--- src/rtl/hamming_pkg.sv ---
// rtl/hamming_pkg.sv - shared Hamming(7,4) constants, codeword type and syndrome helper
package hamming_pkg;

    localparam int N = 7;

    typedef logic [N-1:0] cw_t;

    // Syndrome is the XOR of the 1-based positions of all set bits; zero means a clean codeword.
    function automatic logic [2:0] syndrome(input cw_t cw);
        logic [2:0] s;
        s = 3'd0;
        for (int b = 0; b < N; b++) begin
            if (cw[b]) s = s ^ 3'(b + 1);
        end
        return s;
    endfunction

endpackage

--- src/rtl/rr_arb.sv ---
// rtl/rr_arb.sv - round-robin one-hot grant with pointer advancing past the last winner
module rr_arb #(
    parameter int NCH = 4,
    localparam int IW = $clog2(NCH)
) (
    input  logic          clk,
    input  logic          rst,
    input  logic          en,
    input  logic [NCH-1:0] req,
    output logic [NCH-1:0] gnt,
    output logic [IW-1:0]  gnt_idx
);

    logic [IW-1:0] ptr;

    always_comb begin
        int  idx;
        logic found;
        gnt     = '0;
        gnt_idx = '0;
        found   = 1'b0;
        idx     = 0;
        for (int i = 0; i < NCH; i++) begin
            idx = int'(ptr) + i;
            if (idx >= NCH) idx = idx - NCH;
            if (en && !found && req[idx]) begin
                found        = 1'b1;
                gnt[idx]     = 1'b1;
                gnt_idx      = IW'(idx);
            end
        end
    end

    always_ff @(posedge clk or negedge rst) begin
        if (!rst) begin
            ptr <= '0;
        end else if (|gnt) begin
            ptr <= (gnt_idx == IW'(NCH - 1)) ? '0 : gnt_idx + 1'b1;
        end
    end

endmodule

--- src/rtl/hamming_dec_arb.sv ---
// rtl/hamming_dec_arb.sv - multi-channel arbiter in front of a Hamming decoder; HAMMING_ERR_CNT_EN enables error counters
module hamming_dec_arb
    import hamming_pkg::*;
#(
    parameter int NCH     = 4,
    parameter int K       = 4,
    parameter int DEC_LAT = 1
) (
    input  logic             clk,
    input  logic             rst,
    input  logic             en,
    input  logic [NCH-1:0]   req_val,
    input  logic [NCH*7-1:0] req_cw,
    output logic [NCH-1:0]   req_rdy,
    output logic [6:0]       dec_ein,
    output logic             dec_ein_val,
    input  logic [K-1:0]     dec_dout,
    input  logic             dec_dout_val,
    output logic [NCH-1:0]   rsp_val,
    output logic [K-1:0]     rsp_data,
    output logic             seq_err,
    input  logic             cnt_clr,
    output logic [NCH*8-1:0] err_cnt
);

    localparam int IW = $clog2(NCH);

    logic [IW-1:0] gnt_idx;
    logic          xfer;
    cw_t           xfer_cw;
    logic [IW-1:0] ein_ch;
    logic          pipe_val [DEC_LAT];
    logic [IW-1:0] pipe_ch  [DEC_LAT];

    // Gating with rst keeps req_rdy low throughout reset even though it is combinational.
    rr_arb #(.NCH(NCH)) u_rr_arb (
        .clk     (clk),
        .rst     (rst),
        .en      (en & rst),
        .req     (req_val),
        .gnt     (req_rdy),
        .gnt_idx (gnt_idx)
    );

    assign xfer    = |(req_val & req_rdy);
    assign xfer_cw = req_cw[7*gnt_idx +: 7];

    always_ff @(posedge clk or negedge rst) begin
        if (!rst) begin
            dec_ein     <= '0;
            dec_ein_val <= 1'b0;
            ein_ch      <= '0;
        end else begin
            dec_ein_val <= xfer;
            if (xfer) begin
                dec_ein <= xfer_cw;
                ein_ch  <= gnt_idx;
            end
        end
    end

    // Tag pipe tail lines up with dec_dout_val of the codeword issued DEC_LAT cycles earlier.
    always_ff @(posedge clk or negedge rst) begin
        if (!rst) begin
            for (int i = 0; i < DEC_LAT; i++) begin
                pipe_val[i] <= 1'b0;
                pipe_ch[i]  <= '0;
            end
            rsp_val  <= '0;
            rsp_data <= '0;
            seq_err  <= 1'b0;
        end else begin
            pipe_val[0] <= dec_ein_val;
            pipe_ch[0]  <= ein_ch;
            for (int i = 1; i < DEC_LAT; i++) begin
                pipe_val[i] <= pipe_val[i-1];
                pipe_ch[i]  <= pipe_ch[i-1];
            end
            rsp_val <= '0;
            if (pipe_val[DEC_LAT-1] && dec_dout_val) begin
                rsp_val[pipe_ch[DEC_LAT-1]] <= 1'b1;
                rsp_data                    <= dec_dout;
            end
            if (pipe_val[DEC_LAT-1] != dec_dout_val) seq_err <= 1'b1;
        end
    end

`ifdef HAMMING_ERR_CNT_EN
    logic [7:0] cnt [NCH];

    always_ff @(posedge clk or negedge rst) begin
        if (!rst) begin
            for (int i = 0; i < NCH; i++) cnt[i] <= '0;
        end else if (cnt_clr) begin
            for (int i = 0; i < NCH; i++) cnt[i] <= '0;
        end else if (xfer && syndrome(xfer_cw) != 3'd0 && cnt[gnt_idx] != 8'hff) begin
            cnt[gnt_idx] <= cnt[gnt_idx] + 8'd1;
        end
    end

    for (genvar g = 0; g < NCH; g++) begin : g_cnt
        assign err_cnt[8*g +: 8] = cnt[g];
    end
`else
    logic unused_cnt_clr;
    assign unused_cnt_clr = cnt_clr;
    assign err_cnt        = '0;
`endif

endmodule

--- config.mk ---
export PLATFORM = sky130hd
export DESIGN_NAME = hamming_dec_arb
export DESIGN_NICKNAME = d
export VERILOG_FILES = /design/src/rtl/hamming_pkg.sv /design/src/rtl/rr_arb.sv /design/src/rtl/hamming_dec_arb.sv
export SDC_FILE = /design/constraint.sdc
export NUM_CORES = 1
export LEC_CHECK = 0
export CORE_MARGIN = 1.5
export CORE_UTILIZATION = 40
export DETAILED_ROUTE_END_ITERATION = 16
export GPL_ROUTABILITY_DRIVEN = 0
export PLACE_DENSITY = 0.87
export REMOVE_ABC_BUFFERS = 1
export SLEW_MARGIN = 10
export SYNTH_ARGS = -nofsm -noshare
export SYNTH_HDL_FRONTEND = slang
export SYNTH_HIERARCHICAL = 1
export SYNTH_SLANG_ARGS = --single-unit
--- constraint.sdc ---
create_clock -name clk -period 4 [get_ports clk]
set_input_delay 0.8 -clock clk [delete_from_list [all_inputs] [get_ports clk]]
set_output_delay 0.8 -clock clk [all_outputs]
set_load 0.05 [all_outputs]
==> impl_metrics.yaml <==
run_status:
  status: "completed"
cells_and_area:
  area_growth_pct: 35.4
  diodes: 0
  nets: 272
  drive_gt1_share_pct: 20.2
synthesis:
  seq_area_frac_synth_pct: 32.7
  synth_edf_count: 0
  avgSynthCellArea_um2: 11.4
  syn_inst: 161
  synth_area_leaders: "dfrtp_1, buf_4, mux4_2, mux2_2, ha_1"
  yosysMostFrequentCell: "buf_4"
  yosys_warnings: 6
  synth.top_cells.by_count: "buf_4, dfrtp_1, mux2_2, nand2_1, mux4_2"
  synth_top_area_share_pct: 32.7
  synth-seq-cells: 24
  async_flop_share_pct: 100
  synth_area_um2: 1840
  ys_types: 38
  yosysTopAreaCell: "dfrtp_1"
  synth_top_flop_cell: "dfrtp_1"
setup_path:
  startpoint_type: "primary input"
  cpPeakStageDelay_ps: 650
  crit_fanout: 10
  cp_slowest_cell: "mux4_2"
  critPathTopFamily: "buffers and inverters"
  crit_buf_inv: 3
  reg2reg_slack_ps: 490
  endpoint_kind: "output port"
  worstPathCellList: "clkdlybuf4s50_1 -> mux4_2 -> nand2_1 -> o21ai_0 -> a222oi_1 -> inv_1 -> buf_12"
  crit_type: "in -> out"
  required_ps: 3200
  worst_ep_arrival_time_ps: 3060
pwr:
  p_clk_share_pct: 12.8
  switching_share_pct: 45.3
  p_per_area_nw_per_um2: 655
  pwr-share-seq_pct: 23.1
  p_leak_nw: 1.10
  combPwrFrac_pct: 64.1
  p_int_mw: 0.890
  p_switching_mw: 0.737
  ir_drop_mv: 0.386
global_route:
  antenna_found_initial: 0
  busiest_layer: "met2"
  grt_pass1_vias: 1265
  grt-ovfl-total: 0
  grt_util_met1_pct: 18.4
  grt.total_usage_pct: 15.2
  grtUsageMet2_pct: 28.2
  grt_max_degree: 25
  grt_util_met3_pct: 2.71
  grt_pass1_wl_um: 6040
timing:
  period_share_pct: 96.6
  tns_ps: 0
  worst_slew_pin_slew_ps: 1000
  setup_viol: 0
  fin_crit_ps: 3860
  report.final.slew_viol_count: 0
  skew_ps: 2.93
  hold_violations: 0
  fmax_mhz: 259
  whs_ps: 373
  relSlewSlack_pct: 33.1
  rsz0062_at_grt: "false"
detailed_routing:
  vias: 1395
  via_per_inst: 5.07
  wl_um: 3930
  drtIter0Drc: 54
  postRouteAntennaNets: 0
  drc: 0
  wl_per_cell_um: 14.3
  firstDrtPassIters: 4
clock_network:
  cts_num_sinks: 24
  numCtsBuffers: 3
  cts_max_level: 1
  clkTransAtPathRegs_ps: 80
  cts-root-buf: "clkbuf_8"
  hold_buffers: 0
  cts_tree: "yes"
  clockBufferDepth: 2
  insertion_delay_ps: 260
place:
  portBuffers: 60
  hpwlAfterDp_um: 3100
floorplan:
  pin_count: 94
  start_util_pct: 41.9
  die_y_um: 70.7
  core_area_um2: 4380
  rows: 24
  die-width_um: 70.7
  fp.dieArea_um2: 5000
run:
  cap_viol_max_count: 0
hold_path:
  hp-class: "reg -> reg"
[metrics by stage]
step	instances	utilization (%)	setup WS, ps	power [mW]	area [um2]
global placement	270	54.9	157	1.39	2410
CTS	274	56.5	91.5	1.63	2480
finish	275	56.7	136	1.63	2480
global route	275	56.7	17.7	1.71	2480
detailed placement	270	54.9	80.3	1.42	2410
floorplan	152	-	390	1.10	1660
[worst register-to-register path: stages (launching register included)]
cell and delay, ps:
dfrtp_1 350, inv_1 110, ha_1 540, mux4_2 640, nor2b_4 170, o22ai_1 100, o2bb2ai_1 790, mux4_2 430
mux2_2 270
[cell families (layout without fill, tap and decap cells)]
family	count (synthesis)	in the layout	share of synthesized area [%]
DFF	24	24	32.7
xor gates and xnor gates	1	1	0.477
AOI/OAI and AO/OA	27	27	11.7
other	1	32	0.204
buffers and inverters	47	78	17.6
and+or+nand+nor	26	26	9.48
adders and majority gates	7	7	4.77
muxes	28	28	23.0
[power groups by stage]
stage	Clock, mW	Sequential [mW]	Combinational, mW
finish	0.209	0.376	1.04
global route	0.223	0.389	1.10
CTS	0.214	0.378	1.04
detailed placement	0	0.383	1.04
global placement	0	0.376	1.02
floorplan	0	0.616	0.489
[path summary, 6_finish.rpt]
check	start	endpoint	cells after the start
min in group asynchronous	rst	seq_err	2
hold / removal	ein_ch[0]	pipe_ch[0]	0
max in group asynchronous	rst	dec_ein[0]	2
setup / recovery	req_val[3]	req_rdy[0]	7
setup reg to reg	register	dec_ein[5]	8
hold reg to reg	ein_ch[0]	pipe_ch[0]	0
[flip-flops by register name (all words and copies together) (netlist names), named ones only]
name,cells
pipe_val,1
ein_ch,2
dec_ein_val,1
dec_ein,7
rsp_val,4
seq_err,1
u_rr_arb/ptr,1
pipe_ch,2
rsp_data,4
[layout make-up]
class                   count  area (um2)
fillers                   387        1900
multi-input cells         121        1030
repair buffers             67         693
flip-flops and latches     24         601
well taps                  52        65.1
clock buffers               3        41.3
clock inverters             1        30.0
inverters                   7        26.3
[layer usage]
layer / wire length, um / share of wire [%] / up-vias
met5: 0 / 0 / -
met4: 30 / 0.76 / 0
met3: 230 / 5.9 / 2
met2: 2140 / 55 / 74
met1: 1520 / 39 / 675
li1: - / - / 644
[timing repair]
action,4_1_cts,5_1_grt
endpoints found under the setup margin,0,1
buffers inserted,0,1
gates resized for setup,0,0
[layout by cell type (no fill, tap or decap), drive strengths merged, types with 2 or more instances in the layout]
cell           Yosys  final
a22oi              3      3
a222oi             4      4
clkdlybuf4s50      0     56
o21ai              7      7
and3b              2      2
inv                7      7
nand2             11     11
ha                 7      7
buf               38     11
nor3b              2      2
conb               1     32
mux2i              4      4
a21oi              3      3
dfrtp             24     24
mux2              14     14
mux4              10     10
nor2b              4      4
clkbuf             2      3
No activity file was read; power rests on OpenSTA's default activity.
